File: config.mk
export PLATFORM = sky130hd
export DESIGN_NAME = hazard_scoreboard
export DESIGN_NICKNAME = d
export VERILOG_FILES = /design/src/rtl/hazard_scoreboard_pkg.sv /design/src/rtl/hazard_scoreboard_reg_pending_table.sv /design/src/rtl/hazard_scoreboard.sv
export SDC_FILE = /design/constraint.sdc
export NUM_CORES = 1
export LEC_CHECK = 0
export CAP_MARGIN = 20
export CORE_UTILIZATION = 50
export CTS_BUF_LIST = sky130_fd_sc_hd__clkbuf_8
export DETAILED_ROUTE_END_ITERATION = 10
export PLACE_DENSITY = 0.77
export SLEW_MARGIN = 20
export SYNTH_ARGS = -nofsm -noshare
export SYNTH_HDL_FRONTEND = slang
export SYNTH_HIERARCHICAL = 1
export SYNTH_SLANG_ARGS = --single-unit
export TNS_END_PERCENT = 100
File: constraint.sdc
create_clock -name clk -period 10.7 [get_ports clk]
set_input_delay 1.605 -clock clk [delete_from_list [all_inputs] [get_ports clk]]
set_output_delay 1.605 -clock clk [all_outputs]
set_load 0.01 [all_outputs]
File: src/rtl/hazard_scoreboard_pkg.sv
// Shared sizing for the hazard scoreboard, forwarding unit and register file.
// Register address width is derived from the register count.
package hazard_scoreboard_pkg;

  localparam int NUM_REGS = 16;
  localparam int ADDR_W   = $clog2(NUM_REGS);
  localparam int CNT_W    = 2;
  localparam int PERF_W   = 16;

  localparam logic [CNT_W-1:0]  CNT_MAX  = '1;
  localparam logic [PERF_W-1:0] PERF_MAX = '1;

  typedef logic [ADDR_W-1:0] reg_addr_t;
  typedef logic [CNT_W-1:0]  pend_cnt_t;

endpackage

File: src/rtl/hazard_scoreboard_reg_pending_table.sv
// Per-register count of in-flight writes (EX/MEM/WB), with one increment port,
// one decrement port and two read ports that see a same-cycle decrement.
module reg_pending_table
  import hazard_scoreboard_pkg::*;
(
  input  logic      clk,
  input  logic      rst,
  input  logic      inc_en,
  input  reg_addr_t inc_addr,
  input  logic      dec_en,
  input  reg_addr_t dec_addr,
  input  reg_addr_t rd_addr1,
  input  reg_addr_t rd_addr2,
  output pend_cnt_t rd_eff1,
  output pend_cnt_t rd_eff2,
  output logic      overflow,
  output logic      underflow
);

  logic [NUM_REGS-1:0][CNT_W-1:0] pend_vec;
  logic [NUM_REGS-1:0]            ovf_vec;
  logic [NUM_REGS-1:0]            unf_vec;

  genvar gi;
  generate
    for (gi = 0; gi < NUM_REGS; gi++) begin : g_cnt
      pend_cnt_t cnt_reg;
      logic      inc_hit;
      logic      dec_hit;

      assign inc_hit = inc_en && (inc_addr == reg_addr_t'(gi));
      assign dec_hit = dec_en && (dec_addr == reg_addr_t'(gi));
      // A simultaneous issue and retire on one register cancel out.
      assign ovf_vec[gi]  = inc_hit && !dec_hit && (cnt_reg == CNT_MAX);
      assign unf_vec[gi]  = dec_hit && !inc_hit && (cnt_reg == '0);
      assign pend_vec[gi] = cnt_reg;

      always_ff @(posedge clk or negedge rst) begin
        if (!rst) begin
          cnt_reg <= '0;
        end else if (inc_hit && !dec_hit && !ovf_vec[gi]) begin
          cnt_reg <= cnt_reg + 1'b1;
        end else if (dec_hit && !inc_hit && !unf_vec[gi]) begin
          cnt_reg <= cnt_reg - 1'b1;
        end
      end
    end
  endgenerate

  logic byp1;
  logic byp2;

  // The retiring write is visible to ID in the same cycle (register file write-through).
  assign byp1 = dec_en && (dec_addr == rd_addr1);
  assign byp2 = dec_en && (dec_addr == rd_addr2);

  assign rd_eff1   = pend_vec[rd_addr1] - pend_cnt_t'(byp1);
  assign rd_eff2   = pend_vec[rd_addr2] - pend_cnt_t'(byp2);
  assign overflow  = |ovf_vec;
  assign underflow = |unf_vec;

endmodule

File: src/rtl/hazard_scoreboard.sv
// Decode-side hazard detector: RAW stalls from the pending-write table, or only
// load-use stalls when forwarding is on; also counts stalled cycles.
module hazard_scoreboard
  import hazard_scoreboard_pkg::*;
(
  input  logic              clk,
  input  logic              rst,
  input  logic              en_forwarding,
  input  logic              freeze,
  input  logic              flush,
  input  logic              ID_valid,
  input  logic [ADDR_W-1:0] ID_src1,
  input  logic [ADDR_W-1:0] ID_src2,
  input  logic              ID_two_src,
  input  logic              ID_wb_en,
  input  logic [ADDR_W-1:0] ID_dst,
  input  logic              EX_wb_en,
  input  logic              EX_mem_read,
  input  logic [ADDR_W-1:0] EX_dst,
  input  logic              WB_wb_en,
  input  logic [ADDR_W-1:0] WB_dst,
  output logic              hazard,
  output logic              sb_error,
  output logic [PERF_W-1:0] stall_cycles
);

  pend_cnt_t eff1;
  pend_cnt_t eff2;
  logic      overflow;
  logic      underflow;
  logic      raw;
  logic      load_use;
  logic      issue;
  logic      retire;
  logic      sb_error_reg;
  logic [PERF_W-1:0] stall_cycles_reg;

  reg_pending_table u_table (
    .clk       (clk),
    .rst       (rst),
    .inc_en    (issue),
    .inc_addr  (ID_dst),
    .dec_en    (retire),
    .dec_addr  (WB_dst),
    .rd_addr1  (ID_src1),
    .rd_addr2  (ID_src2),
    .rd_eff1   (eff1),
    .rd_eff2   (eff2),
    .overflow  (overflow),
    .underflow (underflow)
  );

  assign raw      = ID_valid && ((eff1 != '0) || (ID_two_src && (eff2 != '0)));
  assign load_use = ID_valid && EX_wb_en && EX_mem_read &&
                    ((EX_dst == ID_src1) || (ID_two_src && (EX_dst == ID_src2)));
  assign hazard   = en_forwarding ? load_use : raw;

  assign issue  = ID_valid && ID_wb_en && !hazard && !freeze && !flush;
  assign retire = WB_wb_en && !freeze;

  always_ff @(posedge clk or negedge rst) begin
    if (!rst) begin
      sb_error_reg     <= 1'b0;
      stall_cycles_reg <= '0;
    end else begin
      if (overflow || underflow) begin
        sb_error_reg <= 1'b1;
      end
      if (hazard && !freeze && (stall_cycles_reg != PERF_MAX)) begin
        stall_cycles_reg <= stall_cycles_reg + 1'b1;
      end
    end
  end

  assign sb_error     = sb_error_reg;
  assign stall_cycles = stall_cycles_reg;

endmodule
==> impl_metrics.yaml <==
run_status:
  status: "completed"
floorplanning:
  core_sq_um: 7290
  dieArea_sq_um: 7960
  num_rows: 31
  ios: 49
  initial_core_util_pct: 52.2
  die_x_microns: 89.2
  fp.dieH_microns: 89.2
finish:
  drive_above_1_share_pct: 9.48
  areaGrowthSynthToFinish_pct: 15.7
  num_antenna_cells: 0
  num-nets-final: 497
  fin_area_sq_um: 4400
  layoutNonFillerInstCount: 563
  largest_reg_flops: 32
clocking:
  clk_pin_slew_worst_paths_ns: 0.08
  cts_root_buf: "clkbuf_8"
  cts_tree: "yes"
  cts_resized: 0
  cts_buffer_depth: 2
  cts_hold_buf: 0
  clkLatencyLatePin_ns: 0.31
  cts_setup_buffers: 0
  cts_buffers: 5
  cts_max_level: 2
  cts_sinks: 49
min_path:
  min_to: "sb_error"
  hp-start: "sb_error"
  holdPathStages: 1
  hold_path.class: "reg2reg"
detailed_routing:
  routedWlPerCell_microns: 17.6
  vias_per_cell: 6.31
  first_iter_violations: 394
  drt-met1-wl_mm: 4.24
  vias: 3550
  wl_met3_microns: 994
  drc: 0
  highest_layer: "met5"
  met2_wirelength_mm: 4.43
  drtPass1Iterations: 5
  ant_nets: 0
  wl_mm: 9.92
power_and_ir_drop:
  power.internal_uw: 360
  power_frac_comb_pct: 25.3
  peakVddDrop_mv: 0.0548
  power_density_nw_per_um2: 121
  pwr-share-seq_pct: 49.2
  p_leak_nw: 1.75
  p_switching_uw: 173
  p_clk_share_pct: 25.5
  switching_share_pct: 32.5
global_routing:
  grt_max_degree: 32
  grt_pass1_wl_mm: 15.8
  grt_pass1_vias: 3192
  grt_antenna_before_repair: 1
  grt-ovfl-total: 0
  grt.total_usage_pct: 26.3
synthesis:
  ys.flop_type: "dfrtp_1"
  synth-seq-cells: 49
  synth_edf_count: 0
  synthCells: 433
  seq_area_frac_synth_pct: 32.2
  synthArstFlopShare_pct: 100
  syn-cell-area_sq_um: 3800
  yosys_warnings: 6
  yosysUniqueCellTypes: 52
  synthTopCellsByArea: "dfrtp_1 32%, mux4_2 12%, nand2_1 5.9%"
  syn_avg_cell_area_sq_um: 8.79
  synth_top_area_share_pct: 32.2
  synth.net_count: 467
  synth_area_leader_cell: "dfrtp_1"
worst_setup_path:
  worst_path_max_delay_cell: "clkdlybuf4s50_1"
  r2r_setup_slack_ns: 5.64
  cp_cell_sequence: "clkdlybuf4s50_1 > mux4_2 > mux4_2 > inv_1 > ha_1 > xor2_1 > o21ai_0 > nand2_1 > nand3b_1 > nand3_1 > nor4_1 > or3b_2 > o211ai_1 > nor3_1 > a2111oi_0 > nand4_1 > or3_1"
  worst_path_most_repeated_cell: "mux4_2"
  rr_startpoint: "u_table/g_cnt[13].cnt_reg[0]"
  cp-start-kind: "primary input"
  required_ns: 10.88
  crit_type: "in2reg"
  worstPathArrival_ns: 6.87
  critPathCaptureType: "flop"
  reg2reg_depth: 16
  path_max_fanout: 9
  worst_path_largest_cell_delay_ns: 0.74
  reg2reg_to: "sb_error"
timing:
  worst_pin_slew_ns: 0.738
  rsz0062_at_grt: "false"
  hold_violations: 0
  finalSetupViolCount: 0
  fin_crit_sh_pct: 62.5
  drv_slew: 0
  fin_ws_ns: 4.01
  fin_crit_ns: 6.69
  slew_headroom_pct: 49.5
  setup_tns_ns: 0
  clock_skew_ns: 0.0129
  max_freq_ghz: 0.150
place:
  gp_congestion: 0.998
  placed_cells: 555
  placed_area_sq_um: 4280
  hpwl_mm: 7.74
  io_buffers: 48
  dp_slack_ns: 3.84
job:
  drv_cap: 0
## power by group through the flow
stage,registers (mW),logic [mW],clock network (mW)
after global placement,0.263,0.129,0
final,0.263,0.135,0.136
after CTS,0.260,0.135,0.139
after floorplan,0.246,0.0928,0
after detailed placement,0.264,0.135,0
after global routing,0.268,0.149,0.148
## through the flow
step	hold slack, ns	utilization [%]	power, mW
3_3_place_gp	0.480	58.5	0.392
5_1_grt	0.513	60.3	0.565
4_1_cts	0.501	60.3	0.534
2_1_floorplan	0.504	-	0.338
3_5_place_dp	0.482	58.8	0.398
6_report	0.502	60.3	0.534
## layout by cell type (no fill, tap or decap), drive strengths merged, types with 2 or more instances in the layout
cell           netlist  routed
nand2               61      61
dfrtp               49      49
clkdlybuf4s50        0      47
nor2                31      31
o21ai               27      27
a21oi               25      25
nand3               21      21
inv                 19      20
mux4                20      20
nor3                19      19
xnor2               17      17
xor2                14      14
a211oi              12      12
o211ai              11      11
nand4                9       9
and2                 9       9
a2111oi              8       8
nand2b               6       6
clkbuf              15       6
and3                 6       6
nor4                 5       5
o221ai               5       5
nand3b               4       4
ha                   3       3
nor2b                2       2
mux2                 2       2
or2                  2       2
o2111ai              2       2
o22ai                2       2
a221oi               2       2
buf                 11       2
and2b                2       2
and3b                2       2
## worst max path at each step
| stage | startpoint | endpoint | slack (ns) | cells past startpoint |
|---|---|---|---|---|
| 2_1_floorplan | ID_src2[1] | sb_error | 4.79 | 18 |
| 3_3_place_gp | ID_src2[1] | sb_error | 3.94 | 17 |
| 3_5_place_dp | ID_src2[1] | sb_error | 3.84 | 17 |
| 4_1_cts | ID_src2[1] | sb_error | 4.16 | 17 |
| 5_1_grt | ID_src2[1] | sb_error | 3.72 | 17 |
| 6_report | ID_src2[1] | sb_error | 4.01 | 17 |
## synthesized netlist by cell type (2+ instances only)
| cell type | count |
|---|---|
| a2111oi_0 | 7 |
| a211oi_1 | 11 |
| a21oi_1 | 25 |
| a221oi_1 | 2 |
| and2_1 | 8 |
| and3_1 | 5 |
| buf_2 | 3 |
| buf_4 | 6 |
| buf_6 | 2 |
| clkbuf_1 | 14 |
| dfrtp_1 | 49 |
| ha_1 | 3 |
| inv_1 | 19 |
| mux2_2 | 2 |
| mux4_2 | 20 |
| nand2_1 | 60 |
| nand2b_1 | 6 |
| nand3_1 | 21 |
| nand3b_1 | 4 |
| nand4_1 | 9 |
| nor2_1 | 31 |
| nor2b_1 | 2 |
| nor3_1 | 19 |
| nor4_1 | 5 |
| o2111ai_1 | 2 |
| o211ai_1 | 11 |
| o21ai_0 | 27 |
| o221ai_1 | 5 |
| o22ai_1 | 2 |
| or2_2 | 2 |
| xnor2_1 | 17 |
| xor2_1 | 14 |
## cell families (layout without fill, tap and decap cells)
family / Yosys count / count (layout) / synth area share (%)
AO/OA/AOI/OAI: 96 / 96 / 16.9
XOR/XNOR: 31 / 31 / 7.14
adder cells (fa/ha/maj): 3 / 3 / 0.987
buffers and inverters: 45 / 76 / 5.56
flip-flops: 49 / 49 / 32.2
multiplexers: 23 / 23 / 12.7
AND/OR/NAND/NOR: 186 / 186 / 24.5
## worst max-delay path: cells and delay by family
kind,cells,cell delay [ns]
buffers and inverters,2,0.81
multiplexers,2,1.04
AO/OA/AOI/OAI,3,1.10
adder cells (fa/ha/maj),1,0.15
AND/OR/NAND/NOR,8,2.09
XOR/XNOR,1,0.06
## layout make-up
class / instances / area [sq um]
inverter: 19 / 71.3
fill: 642 / 2890
sequential: 49 / 1230
timing repair buffer: 49 / 495
multi-input combinational: 339 / 2370
clock inverter: 2 / 33.8
tap: 99 / 124
clock buffer: 6 / 82.6
## metal layers
metal  global-route usage, %  vias up
met2                    40.7      190
li1                        -     1656
met4                    9.24        2
met5                       0        -
met1                    36.5     1672
met3                    5.82       30
(Power assumes the default switching activity.)
